**src/rtl/qspi_inst_decode_if.sv**
```systemverilog
// Request/response and sequencer-descriptor signals between arbiter, decoder and sequencer.
interface qspi_inst_decode_if;
    logic        io_flash_req_valid;
    logic        io_flash_req_ready;
    logic [7:0]  io_flash_req_inst;
    logic        io_flash_req_inst_label;
    logic [7:0]  io_flash_req_data_size;
    logic [7:0]  io_flash_req_data_burstlen;
    logic [23:0] io_flash_req_addr;
    logic        io_flash_resp_valid;
    logic        io_flash_resp_error;
    logic [1:0]  io_flash_resp_cause;
    logic        io_tran_inst_label;
    logic        io_seq_start;
    logic [7:0]  io_seq_inst;
    logic [23:0] io_seq_addr;
    logic        io_seq_addr_en;
    logic [3:0]  io_seq_dummy;
    logic [1:0]  io_seq_lanes;
    logic        io_seq_dir;
    logic [15:0] io_seq_byte_cnt;
    logic        io_seq_done;

    modport slave (
        input  io_flash_req_valid, io_flash_req_inst, io_flash_req_inst_label,
               io_flash_req_data_size, io_flash_req_data_burstlen, io_flash_req_addr,
               io_seq_done,
        output io_flash_req_ready, io_flash_resp_valid, io_flash_resp_error,
               io_flash_resp_cause, io_tran_inst_label, io_seq_start, io_seq_inst,
               io_seq_addr, io_seq_addr_en, io_seq_dummy, io_seq_lanes, io_seq_dir,
               io_seq_byte_cnt
    );

    modport master (
        output io_flash_req_valid, io_flash_req_inst, io_flash_req_inst_label,
               io_flash_req_data_size, io_flash_req_data_burstlen, io_flash_req_addr,
               io_seq_done,
        input  io_flash_req_ready, io_flash_resp_valid, io_flash_resp_error,
               io_flash_resp_cause, io_tran_inst_label, io_seq_start, io_seq_inst,
               io_seq_addr, io_seq_addr_en, io_seq_dummy, io_seq_lanes, io_seq_dir,
               io_seq_byte_cnt
    );
endinterface

```
**src/rtl/qspi_inst_decode.sv**
```systemverilog
// QSPI decode-and-issue stage: validates one flash request, issues a sequencer
// descriptor for legal ones, tracks write-enable latch, returns one response each.
module qspi_inst_decode #(
    parameter int unsigned PAGE_BYTES = 256,
    parameter int unsigned FAST_DUMMY = 8
) (
    input logic               clock,
    input logic               rst_n,
    qspi_inst_decode_if.slave bus
);
    typedef enum logic [2:0] {IDLE, CHECK, ISSUE, WAIT, RESP} state_e;

    state_e      state_q, state_d;
    logic [7:0]  inst_q, inst_d, size_q, size_d, burst_q, burst_d;
    logic [23:0] addr_q, addr_d;
    logic        label_q, label_d, wel_q, wel_d;

    logic        ready_q, ready_d, resp_valid_q, resp_valid_d, resp_error_q, resp_error_d;
    logic [1:0]  resp_cause_q, resp_cause_d;
    logic        tran_label_q, tran_label_d, start_q, start_d;
    logic [7:0]  seq_inst_q, seq_inst_d;
    logic [23:0] seq_addr_q, seq_addr_d;
    logic        seq_addr_en_q, seq_addr_en_d, seq_dir_q, seq_dir_d;
    logic [3:0]  seq_dummy_q, seq_dummy_d;
    logic [1:0]  seq_lanes_q, seq_lanes_d;
    logic [15:0] seq_byte_cnt_q, seq_byte_cnt_d;

    logic        known, addr_en, dir, has_data, x4, needs_wel, prog, clears_wel, size_ok;
    logic [3:0]  dummy;
    logic [15:0] byte_cnt;
    logic [16:0] page_end;
    logic [1:0]  cause;

    // Opcode table lookup and rule checks on the latched request
    always_comb begin
        known      = 1'b1;
        addr_en    = 1'b1;
        dir        = 1'b0;
        has_data   = 1'b1;
        x4         = 1'b0;
        needs_wel  = 1'b0;
        prog       = 1'b0;
        clears_wel = 1'b0;
        dummy      = 4'd0;
        case (inst_q)
            8'h03: ;
            8'h0B: dummy = 4'(FAST_DUMMY);
            8'h6B: begin dummy = 4'(FAST_DUMMY); x4 = 1'b1; end
            8'h9F, 8'h05: addr_en = 1'b0;
            8'h02: begin dir = 1'b1; needs_wel = 1'b1; prog = 1'b1; clears_wel = 1'b1; end
            8'h32: begin dir = 1'b1; needs_wel = 1'b1; prog = 1'b1; clears_wel = 1'b1; x4 = 1'b1; end
            8'h20, 8'hD8: begin dir = 1'b1; has_data = 1'b0; needs_wel = 1'b1; clears_wel = 1'b1; end
            8'h06: begin addr_en = 1'b0; dir = 1'b1; has_data = 1'b0; end
            8'h04: begin addr_en = 1'b0; dir = 1'b1; has_data = 1'b0; clears_wel = 1'b1; end
            default: known = 1'b0;
        endcase
        byte_cnt = has_data ? 16'(size_q) * (16'(burst_q) + 16'd1) : 16'd0;
        size_ok  = (size_q == 8'd1) || (size_q == 8'd2) || (size_q == 8'd4);
        page_end = 17'(addr_q & 24'(PAGE_BYTES - 1)) + 17'(byte_cnt);
        if (!known)
            cause = 2'b01;
        else if (has_data && !size_ok)
            cause = 2'b10;
        else if ((needs_wel && !wel_q) || (prog && (page_end > 17'(PAGE_BYTES))))
            cause = 2'b11;
        else
            cause = 2'b00;
    end

    // Next-state, request latching, WEL tracking and registered-output inputs
    always_comb begin
        state_d = state_q;
        inst_d  = inst_q;
        size_d  = size_q;
        burst_d = burst_q;
        addr_d  = addr_q;
        label_d = label_q;
        wel_d   = wel_q;
        case (state_q)
            IDLE: begin
                if (bus.io_flash_req_valid && ready_q) begin
                    state_d = CHECK;
                    inst_d  = bus.io_flash_req_inst;
                    size_d  = bus.io_flash_req_data_size;
                    burst_d = bus.io_flash_req_data_burstlen;
                    addr_d  = bus.io_flash_req_addr;
                    label_d = bus.io_flash_req_inst_label;
                end
            end
            CHECK: state_d = (cause != 2'b00) ? RESP : ISSUE;
            ISSUE: state_d = WAIT;
            WAIT: begin
                if (bus.io_seq_done) begin
                    state_d = RESP;
                    if (inst_q == 8'h06)
                        wel_d = 1'b1;
                    else if (clears_wel)
                        wel_d = 1'b0;
                end
            end
            RESP:    state_d = IDLE;
            default: state_d = IDLE;
        endcase

        ready_d      = (state_d == IDLE);
        start_d      = (state_d == ISSUE);
        resp_valid_d = (state_d == RESP);
        resp_error_d = (state_q == CHECK) && (state_d == RESP);
        resp_cause_d = resp_error_d ? cause : 2'b00;
        tran_label_d = (state_d == IDLE) ? 1'b0 : label_d;

        // Descriptor is driven only while the sequencer owns the transfer
        if ((state_d == ISSUE) || (state_d == WAIT)) begin
            seq_inst_d     = inst_q;
            seq_addr_d     = addr_q;
            seq_addr_en_d  = addr_en;
            seq_dummy_d    = dummy;
            seq_lanes_d    = x4 ? 2'b11 : 2'b01;
            seq_dir_d      = dir;
            seq_byte_cnt_d = byte_cnt;
        end else begin
            seq_inst_d     = 8'd0;
            seq_addr_d     = 24'd0;
            seq_addr_en_d  = 1'b0;
            seq_dummy_d    = 4'd0;
            seq_lanes_d    = 2'b00;
            seq_dir_d      = 1'b0;
            seq_byte_cnt_d = 16'd0;
        end
    end

    always_ff @(posedge clock or negedge rst_n) begin
        if (!rst_n) begin
            state_q        <= IDLE;
            inst_q         <= 8'd0;
            size_q         <= 8'd0;
            burst_q        <= 8'd0;
            addr_q         <= 24'd0;
            label_q        <= 1'b0;
            wel_q          <= 1'b0;
            ready_q        <= 1'b1;
            start_q        <= 1'b0;
            resp_valid_q   <= 1'b0;
            resp_error_q   <= 1'b0;
            resp_cause_q   <= 2'b00;
            tran_label_q   <= 1'b0;
            seq_inst_q     <= 8'd0;
            seq_addr_q     <= 24'd0;
            seq_addr_en_q  <= 1'b0;
            seq_dummy_q    <= 4'd0;
            seq_lanes_q    <= 2'b00;
            seq_dir_q      <= 1'b0;
            seq_byte_cnt_q <= 16'd0;
        end else begin
            state_q        <= state_d;
            inst_q         <= inst_d;
            size_q         <= size_d;
            burst_q        <= burst_d;
            addr_q         <= addr_d;
            label_q        <= label_d;
            wel_q          <= wel_d;
            ready_q        <= ready_d;
            start_q        <= start_d;
            resp_valid_q   <= resp_valid_d;
            resp_error_q   <= resp_error_d;
            resp_cause_q   <= resp_cause_d;
            tran_label_q   <= tran_label_d;
            seq_inst_q     <= seq_inst_d;
            seq_addr_q     <= seq_addr_d;
            seq_addr_en_q  <= seq_addr_en_d;
            seq_dummy_q    <= seq_dummy_d;
            seq_lanes_q    <= seq_lanes_d;
            seq_dir_q      <= seq_dir_d;
            seq_byte_cnt_q <= seq_byte_cnt_d;
        end
    end

    assign bus.io_flash_req_ready  = ready_q;
    assign bus.io_flash_resp_valid = resp_valid_q;
    assign bus.io_flash_resp_error = resp_error_q;
    assign bus.io_flash_resp_cause = resp_cause_q;
    assign bus.io_tran_inst_label  = tran_label_q;
    assign bus.io_seq_start        = start_q;
    assign bus.io_seq_inst         = seq_inst_q;
    assign bus.io_seq_addr         = seq_addr_q;
    assign bus.io_seq_addr_en      = seq_addr_en_q;
    assign bus.io_seq_dummy        = seq_dummy_q;
    assign bus.io_seq_lanes        = seq_lanes_q;
    assign bus.io_seq_dir          = seq_dir_q;
    assign bus.io_seq_byte_cnt     = seq_byte_cnt_q;
endmodule
```
**src/flat_wrapper.sv**
```systemverilog
// flat-port wrapper written by rule: the top's interface ports become plain ports
module qspi_inst_decode_flat 
#(
    parameter int unsigned PAGE_BYTES = 256,
    parameter int unsigned FAST_DUMMY = 8
)
  (clock, rst_n, bus_io_flash_req_valid, bus_io_flash_req_inst, bus_io_flash_req_inst_label, bus_io_flash_req_data_size, bus_io_flash_req_data_burstlen, bus_io_flash_req_addr, bus_io_seq_done, bus_io_flash_req_ready, bus_io_flash_resp_valid, bus_io_flash_resp_error, bus_io_flash_resp_cause, bus_io_tran_inst_label, bus_io_seq_start, bus_io_seq_inst, bus_io_seq_addr, bus_io_seq_addr_en, bus_io_seq_dummy, bus_io_seq_lanes, bus_io_seq_dir, bus_io_seq_byte_cnt);
  qspi_inst_decode_if bus_i ();
  input logic clock;
  input logic rst_n;
  input wire logic [$bits(bus_i.io_flash_req_valid)-1:0] bus_io_flash_req_valid;
  input wire logic [$bits(bus_i.io_flash_req_inst)-1:0] bus_io_flash_req_inst;
  input wire logic [$bits(bus_i.io_flash_req_inst_label)-1:0] bus_io_flash_req_inst_label;
  input wire logic [$bits(bus_i.io_flash_req_data_size)-1:0] bus_io_flash_req_data_size;
  input wire logic [$bits(bus_i.io_flash_req_data_burstlen)-1:0] bus_io_flash_req_data_burstlen;
  input wire logic [$bits(bus_i.io_flash_req_addr)-1:0] bus_io_flash_req_addr;
  input wire logic [$bits(bus_i.io_seq_done)-1:0] bus_io_seq_done;
  output wire logic [$bits(bus_i.io_flash_req_ready)-1:0] bus_io_flash_req_ready;
  output wire logic [$bits(bus_i.io_flash_resp_valid)-1:0] bus_io_flash_resp_valid;
  output wire logic [$bits(bus_i.io_flash_resp_error)-1:0] bus_io_flash_resp_error;
  output wire logic [$bits(bus_i.io_flash_resp_cause)-1:0] bus_io_flash_resp_cause;
  output wire logic [$bits(bus_i.io_tran_inst_label)-1:0] bus_io_tran_inst_label;
  output wire logic [$bits(bus_i.io_seq_start)-1:0] bus_io_seq_start;
  output wire logic [$bits(bus_i.io_seq_inst)-1:0] bus_io_seq_inst;
  output wire logic [$bits(bus_i.io_seq_addr)-1:0] bus_io_seq_addr;
  output wire logic [$bits(bus_i.io_seq_addr_en)-1:0] bus_io_seq_addr_en;
  output wire logic [$bits(bus_i.io_seq_dummy)-1:0] bus_io_seq_dummy;
  output wire logic [$bits(bus_i.io_seq_lanes)-1:0] bus_io_seq_lanes;
  output wire logic [$bits(bus_i.io_seq_dir)-1:0] bus_io_seq_dir;
  output wire logic [$bits(bus_i.io_seq_byte_cnt)-1:0] bus_io_seq_byte_cnt;
  assign bus_i.io_flash_req_valid = bus_io_flash_req_valid;
  assign bus_i.io_flash_req_inst = bus_io_flash_req_inst;
  assign bus_i.io_flash_req_inst_label = bus_io_flash_req_inst_label;
  assign bus_i.io_flash_req_data_size = bus_io_flash_req_data_size;
  assign bus_i.io_flash_req_data_burstlen = bus_io_flash_req_data_burstlen;
  assign bus_i.io_flash_req_addr = bus_io_flash_req_addr;
  assign bus_i.io_seq_done = bus_io_seq_done;
  assign bus_io_flash_req_ready = bus_i.io_flash_req_ready;
  assign bus_io_flash_resp_valid = bus_i.io_flash_resp_valid;
  assign bus_io_flash_resp_error = bus_i.io_flash_resp_error;
  assign bus_io_flash_resp_cause = bus_i.io_flash_resp_cause;
  assign bus_io_tran_inst_label = bus_i.io_tran_inst_label;
  assign bus_io_seq_start = bus_i.io_seq_start;
  assign bus_io_seq_inst = bus_i.io_seq_inst;
  assign bus_io_seq_addr = bus_i.io_seq_addr;
  assign bus_io_seq_addr_en = bus_i.io_seq_addr_en;
  assign bus_io_seq_dummy = bus_i.io_seq_dummy;
  assign bus_io_seq_lanes = bus_i.io_seq_lanes;
  assign bus_io_seq_dir = bus_i.io_seq_dir;
  assign bus_io_seq_byte_cnt = bus_i.io_seq_byte_cnt;
  qspi_inst_decode #(.PAGE_BYTES(PAGE_BYTES), .FAST_DUMMY(FAST_DUMMY)) u_core (.clock(clock), .rst_n(rst_n), .bus(bus_i));
endmodule
```
**config.mk**
```make
export PLATFORM = sky130hd
export DESIGN_NAME = qspi_inst_decode_flat
export DESIGN_NICKNAME = d
export VERILOG_FILES = /design/src/rtl/qspi_inst_decode_if.sv /design/src/rtl/qspi_inst_decode.sv /design/src/flat_wrapper.sv
export SDC_FILE = /design/constraint.sdc
export NUM_CORES = 1
export LEC_CHECK = 0
export BUFFER_PORTS_ARGS = -buffer_cell sky130_fd_sc_hd__buf_4
export CORE_MARGIN = 4
export CORE_UTILIZATION = 25
export CTS_CLUSTER_SIZE = 14
export DETAILED_ROUTE_END_ITERATION = 8
export PLACE_DENSITY = 0.42
export REMOVE_ABC_BUFFERS = 1
export SLEW_MARGIN = 25
export SYNTH_ARGS = -nofsm -noshare
export SYNTH_HDL_FRONTEND = slang
export SYNTH_SLANG_ARGS = --single-unit
```
**constraint.sdc**
```tcl
create_clock -name clock -period 13.8 [get_ports clock]
set_input_delay 1.38 -clock clock [delete_from_list [all_inputs] [get_ports clock]]
set_output_delay 1.38 -clock clock [all_outputs]
set_load 0.01 [all_outputs]
```
**Word-level counts from Yosys, hierarchy flattened**

Cells that the tools add are included.

- Logic and storage cells: 101
- Input bits: 53
- Output and inout bits: 63
- Register bits: 116

- Mux-type cells: 31
- Equality and inequality tests: 20
- Add/subtract/negate cells: 2
- Reduce and logical (&&, ||, !) cells: 26
- $mul: 1
- Order comparisons: 1

Operators with widths:

| cell | count |
|---|---|
| 8-bit by 3-bit == test with 1-bit output, second input constant | 4 |
| 16-bit 2-to-1 mux | 2 |
| 8-bit by 2-bit == test with 1-bit output, second input constant | 3 |
| 24-bit 2-to-1 mux | 1 |
| 8-bit by 16-bit adder with 17-bit output | 1 |
| 17-bit by 9-bit > comparator with 1-bit output, second input constant | 1 |
| 8-bit by 6-bit == test with 1-bit output, second input constant | 2 |
| 8-bit == test, second input constant | 2 |
| 8-bit by 16-bit multiplier with 16-bit output | 1 |
| 1-bit 2-to-1 mux | 15 |
| 3-bit by 2-bit == test with 1-bit output, second input constant | 4 |
| 2-bit 2-to-1 mux | 6 |
| 3-bit one-hot mux with 4 select lines | 1 |
| 4-bit OR reduction | 3 |
| 11-bit OR reduction | 1 |
| 8-bit by 1-bit adder with 9-bit output, second input constant | 1 |
| 3-bit 2-to-1 mux | 3 |
| 8-bit by 1-bit == test with 1-bit output, second input constant | 1 |
| 8-bit by 4-bit == test with 1-bit output, second input constant | 1 |
| 8-bit by 7-bit == test with 1-bit output, second input constant | 1 |
| 4-bit 2-to-1 mux | 2 |
| 8-bit 2-to-1 mux | 1 |
| 3-bit zero test | 2 |
| 2-bit OR reduction | 3 |
| 10 further kinds | 19 |

**Logic depth before layout (Yosys ltp)**

- Word-level depth: 16
- Depth in mapped cells: 27
- Gate-level depth less buffers: 25

**Least setup slack after synthesis**

Ideal clock, no wire load.

- Path type: flip-flop to flip-flop
- From: reg u_core.burst_q[0]
- To: reg u_core.seq_byte_cnt_q[10] (netlist: u_core.bus.io_seq_byte_cnt[10])
- Setup slack: 7,593 ps
- Stages on the path, launching flop included: 27
- Required time: 13,713 ps
- Library setup time: 87 ps
- Arrival: 6,120 ps
- Path buffers: 3
- Period minus slack after synthesis: 6,207 ps
- Path through: dfrtp_1 > clkbuf_1 > nand3_1 > xor2_1 > nand2b_1 > fa_1 > fa_1 > inv_1 > fa_1 > inv_1 > fa_1 > inv_1 > ha_1 > or2_2 > a21oi_1 > ha_1 > nand2_1 > a21o_1 > a2111oi_2 > nand4b_1 > mux2_1 > o21ai_1 > a31oi_1 > o21a_1 > buf_4 > buf_6 > nor3_1

- Cells in the longest elaborated chain, start to end: 16
- Elaborated cells on any way between the ends: 17
- Those cells by class: add/sub: 2; mul: 1; order compare: 1; eq/ne: 2; mux: 7; reduce/logical: 4

Ends and longest elaborated chain:

| element | RTL line | RTL |
|---|---|---|
| from (decl) | qspi_inst_decode.sv:14 | `logic [7:0] inst_q, inst_d, size_q, size_d, burst_q, burst_d;` |
| from (signal assigned) | qspi_inst_decode.sv:158 | `burst_q <= burst_d;` |
| 8-bit by 1-bit adder with 9-bit output * | qspi_inst_decode.sv:57 | `byte_cnt = has_data ? 16'(size_q) * (16'(burst_q) + 16'd1) : 16'd0;` |
| 8-bit by 16-bit multiplier with 16-bit output * | qspi_inst_decode.sv:57 |  |
| 16-bit 2-to-1 mux * | qspi_inst_decode.sv:57 |  |
| 8-bit by 16-bit adder with 17-bit output | qspi_inst_decode.sv:59 | `page_end = 17'(addr_q & 24'(PAGE_BYTES - 1)) + 17'(byte_cnt);` |
| 17-bit by 9-bit > comparator with 1-bit output | qspi_inst_decode.sv:64 | `else if ((needs_wel && !wel_q) \|\| (prog && (page_end > 17'(PAGE_BYTES))))` |
| 1-bit logical AND | qspi_inst_decode.sv:64 |  |
| 1-bit logical OR | qspi_inst_decode.sv:64 |  |
| 2-bit 2-to-1 mux | qspi_inst_decode.sv:64 |  |
| 2-bit 2-to-1 mux | qspi_inst_decode.sv:62 | `else if (has_data && !size_ok)` |
| 2-bit 2-to-1 mux | qspi_inst_decode.sv:60 | `if (!known)` |
| 2-bit nonzero test | qspi_inst_decode.sv:90 | `CHECK: state_d = (cause != 2'b00) ? RESP : ISSUE;` |
| 3-bit 2-to-1 mux | qspi_inst_decode.sv:90 |  |
| 3-bit one-hot mux with 4 select lines | qspi_inst_decode.sv:79 | `case (state_q)` |
| 3-bit by 2-bit == test with 1-bit output | qspi_inst_decode.sv:113 | `if ((state_d == ISSUE) \|\| (state_d == WAIT)) begin` |
| 1-bit logical OR | qspi_inst_decode.sv:113 |  |
| 16-bit 2-to-1 mux * | qspi_inst_decode.sv:113 |  |
| net u_core.seq_byte_cnt_d[10] | qspi_inst_decode.sv:26 | `logic [15:0] seq_byte_cnt_q, seq_byte_cnt_d;` |
| to (signal assigned) | qspi_inst_decode.sv:174 | `seq_byte_cnt_q <= seq_byte_cnt_d;` |
| to (decl) | qspi_inst_decode.sv:26 |  |

Mark *: on every way through the listed nets, which the timed path passes. The rest lies on a longest branch.
A chain may end at the register's enable or synchronous reset.

**Final worst setup path**

- From: reg u_core.burst_q[0]
- To: reg u_core.seq_byte_cnt_q[14] (netlist: u_core.bus.io_seq_byte_cnt[14])

Same word-level chain as after synthesis.

==> impl_metrics.py <==
metrics = {
    "cts": {
        "cts_num_sinks": 113,
        "cts_htree_levels": 4,
        "cts_buffers": 17,
        "clockBufferDepth": 2,
        "cts_tree": "yes",
        "postCtsSetupBuffers": 0,
        "ctsResizeCount": 0,
        "clock_latency_ns": 0.41,
        "cts.clk_slew.worst_paths_ns": 0.07,
        "cts_hold_buf": 0,
        "root_buffer": "clkbuf_16",
    },
    "timing": {
        "max-slew-margin-rel": 0.4073,
        "fmax_ghz": 0.1274,
        "min_period_ns": 7.847,
        "finClkSkew_ns": 0.01666,
        "worstMarginPinSlew_ns": 0.8861,
        "fin_setup_tns_ns": 0,
        "setup_viol": 0,
        "rsz0062_at_grt": "false",
        "drv_slew": 0,
        "hold_viol_final": 0,
        "period_share": 0.5686,
    },
    "routing": {
        "drt_iter0_drc": 148,
        "avgViaCountPerCell": 4.266,
        "post_drt_wl_per_cell_microns": 14.66,
        "drc": 0,
        "vias": 5060,
        "drt_first_pass_iters": 4,
        "ant_nets": 0,
        "wirelength_microns": 17390,
    },
    "yosys": {
        "async_flop_share": 1.000,
        "seq_area_frac_synth": 0.3906,
        "synth_flop_cell": "dfrtp_1",
        "syn_area_sq_um": 7242,
        "yosys-top-cells-count": "dfrtp_1, nor2b_1, inv_1, mux2_2, ha_1",
        "ys_ff_latch": 113,
        "ys_types": 56,
        "avgSynthCellArea_sq_um": 10.62,
        "synth.most_common_cell": "dfrtp_1",
        "synth-edff-count": 0,
        "synth_top_cell_by_area": "dfrtp_1",
        "synth_top_cell_area_share": 0.3870,
        "synth_area_leaders": "dfrtp_1, fa_1, ha_1, mux2_2, nor2b_1",
        "yosysWarnings": 0,
        "syn-instance-count": 682,
    },
    "status": {
        "status": "completed",
    },
    "worst_setup_path": {
        "rr_startpoint": "u_core.burst_q[0]",
        "worstSetupPathType": "register to register",
        "worstRegToRegCells": 25,
        "critPathLaunchType": "register",
        "cp.required_ns": 14.08,
        "cp_max_fo": 36,
        "reg2reg_slack_ns": 5.95,
        "r2r_end": "u_core.bus.io_seq_byte_cnt[14]",
        "end_kind": "register",
        "worstPathArrival_ns": 8.13,
    },
    "global_routing": {
        "grt_pass1_vias": 5357,
        "track_usage": 0.1142,
        "grt_pass1_wl_microns": 28680,
        "globalRouteOverflowTotal": 0,
        "antenna_found_initial": 0,
        "grt_max_degree": 60,
    },
    "cells_and_area": {
        "utilization": 0.3161,
        "antenna_cells": 0,
        "drive_gt1_frac": 0.2606,
        "final_nets": 928,
        "area_growth_syn_to_layout_pct": 24.95,
    },
    "min_path": {
        "holdPathEnd": "u_core.bus.io_seq_addr[20]",
        "hold_start": "u_core.addr_q[20]",
        "min_path_type": "register to register",
        "min_path_cells": 1,
    },
    "floorplanning": {
        "die-area_sq_um": 31760,
        "die_x_microns": 178.2,
        "placementRows": 62,
        "start_util": 0.2530,
        "die_y_microns": 178.2,
        "coreArea_sq_um": 28630,
        "pin_count": 116,
    },
    "placement": {
        "port_buffers": 112,
        "gp_congestion": 0.7660,
        "place.detailed.hpwl_microns": 13110,
    },
    "flow_run": {
        "cap_violations": 0,
    },
}
==> per-stage QoR <==
stage                     instances  hold WS [ns]  worst slack (ns)  instance area [sq um]
after floorplan                 653        0.4604             6.920                   7094
after global placement         1154        0.4669             5.899                   8462
after detailed placement       1154        0.4749             5.800                   8462
after CTS                      1186        0.4858             5.800                   9049
after global routing           1186        0.4993             5.402                   9049
final                          1186        0.4805             5.953                   9049
==> metal layers <==
metal / GRT usage / up-vias / part of all wire
met1: 0.1487 / 2492 / 0.45
met5: 0 / - / 0
met3: 0.02459 / 10 / 0.043
li1: - / 2465 / -
met4: 0.03006 / 0 / 0.0091
met2: 0.1930 / 93 / 0.50
==> cells in the final DEF (no fill, tap or decap), types with 6 or more instances in the layout <==
cell type	Yosys	routed
inv_1	60	60
nand2_1	29	29
nor3_1	8	8
buf_4	7	117
mux2_2	48	48
a21o_1	6	6
inv_6	0	6
xnor2_1	17	17
a21oi_1	15	15
ha_1	44	44
nand3_1	18	18
nor2_1	35	34
nor2b_1	86	86
clkbuf_16	0	17
fa_1	42	42
xor2_1	8	8
nand2b_1	13	13
dfrtp_1	112	112
and2_1	25	25
o21ai_0	16	16
==> kinds of logic (layout without fill, tap and decap cells) <==
logic type | Yosys count | count (layout) | synth area share
and+or+nand+nor | 240 | 240 | 0.1852
DFF | 113 | 113 | 0.3906
buffers and inverters | 91 | 209 | 0.05252
adders and majority gates | 86 | 86 | 0.1921
AOI/OAI and AO/OA | 74 | 74 | 0.06842
muxes | 52 | 52 | 0.08034
xor gates and xnor gates | 25 | 25 | 0.03023
other | 1 | 3 | 0.0005178
==> area by class of cell <==
type / instances / area (sq um)
Fill cell: 2938 / 19580
Multi-Input combinational cell: 480 / 4049
Sequential cell: 113 / 2829
Timing Repair Buffer: 117 / 878.3
Tap cell: 384 / 480.5
Clock buffer: 17 / 425.4
Inverter: 60 / 225.2
Clock inverter: 15 / 161.4
==> state kept, by name, summed over array words and instances (netlist names), 2 cells and up <==
signal	flops
u_core.bus.io_seq_byte_cnt	16
u_core.addr_q	24
u_core.bus.io_seq_inst	8
u_core.bus.io_seq_addr	24
u_core.bus.io_flash_resp_cause	2
u_core.bus.io_seq_lanes	2
u_core.state_q	3
u_core.size_q	8
u_core.burst_q	8
u_core.inst_q	8
==> worst max-delay path, stage by stage, from the launching register on <==
cell and delay, ns:
dfrtp_1 0.57, ha_1 0.28, nand3_1 0.10, xor2_1 0.71
nand2b_1 0.22, fa_1 0.44, fa_1 0.51, inv_1 0.06
fa_1 0.52, inv_1 0.05, fa_1 0.53, inv_1 0.04
ha_1 0.33, or2_2 0.31, a21oi_1 0.28, ha_1 0.23
nand2_1 0.07, a21o_1 0.19, a2111oi_2 0.39, nand4b_1 0.16
mux2_1 0.23, o21ai_1 0.07, a31oi_1 0.40, o21a_2 0.45
buf_4 0.45, nor2_1 0.10
==> worst max path at each step <==
| stage | startpoint | to | slack [ns] | depth (start not counted) |
|---|---|---|---|---|
| CTS | u_core.burst_q[0] | u_core.bus.io_seq_byte_cnt[14] | 5.80 | 25 |
| detailed placement | u_core.burst_q[0] | u_core.bus.io_seq_byte_cnt[14] | 5.80 | 25 |
| floorplan | u_core.burst_q[0] | u_core.bus.io_seq_byte_cnt[14] | 6.92 | 24 |
| global route | u_core.burst_q[0] | u_core.bus.io_seq_byte_cnt[2] | 5.40 | 25 |
| finish | u_core.burst_q[0] | u_core.bus.io_seq_byte_cnt[14] | 5.95 | 25 |
| global placement | u_core.burst_q[0] | u_core.bus.io_seq_byte_cnt[14] | 5.90 | 25 |
Power is not shown: default switching activity piles up to over one toggle a cycle in this logic, so the estimate is an artifact.
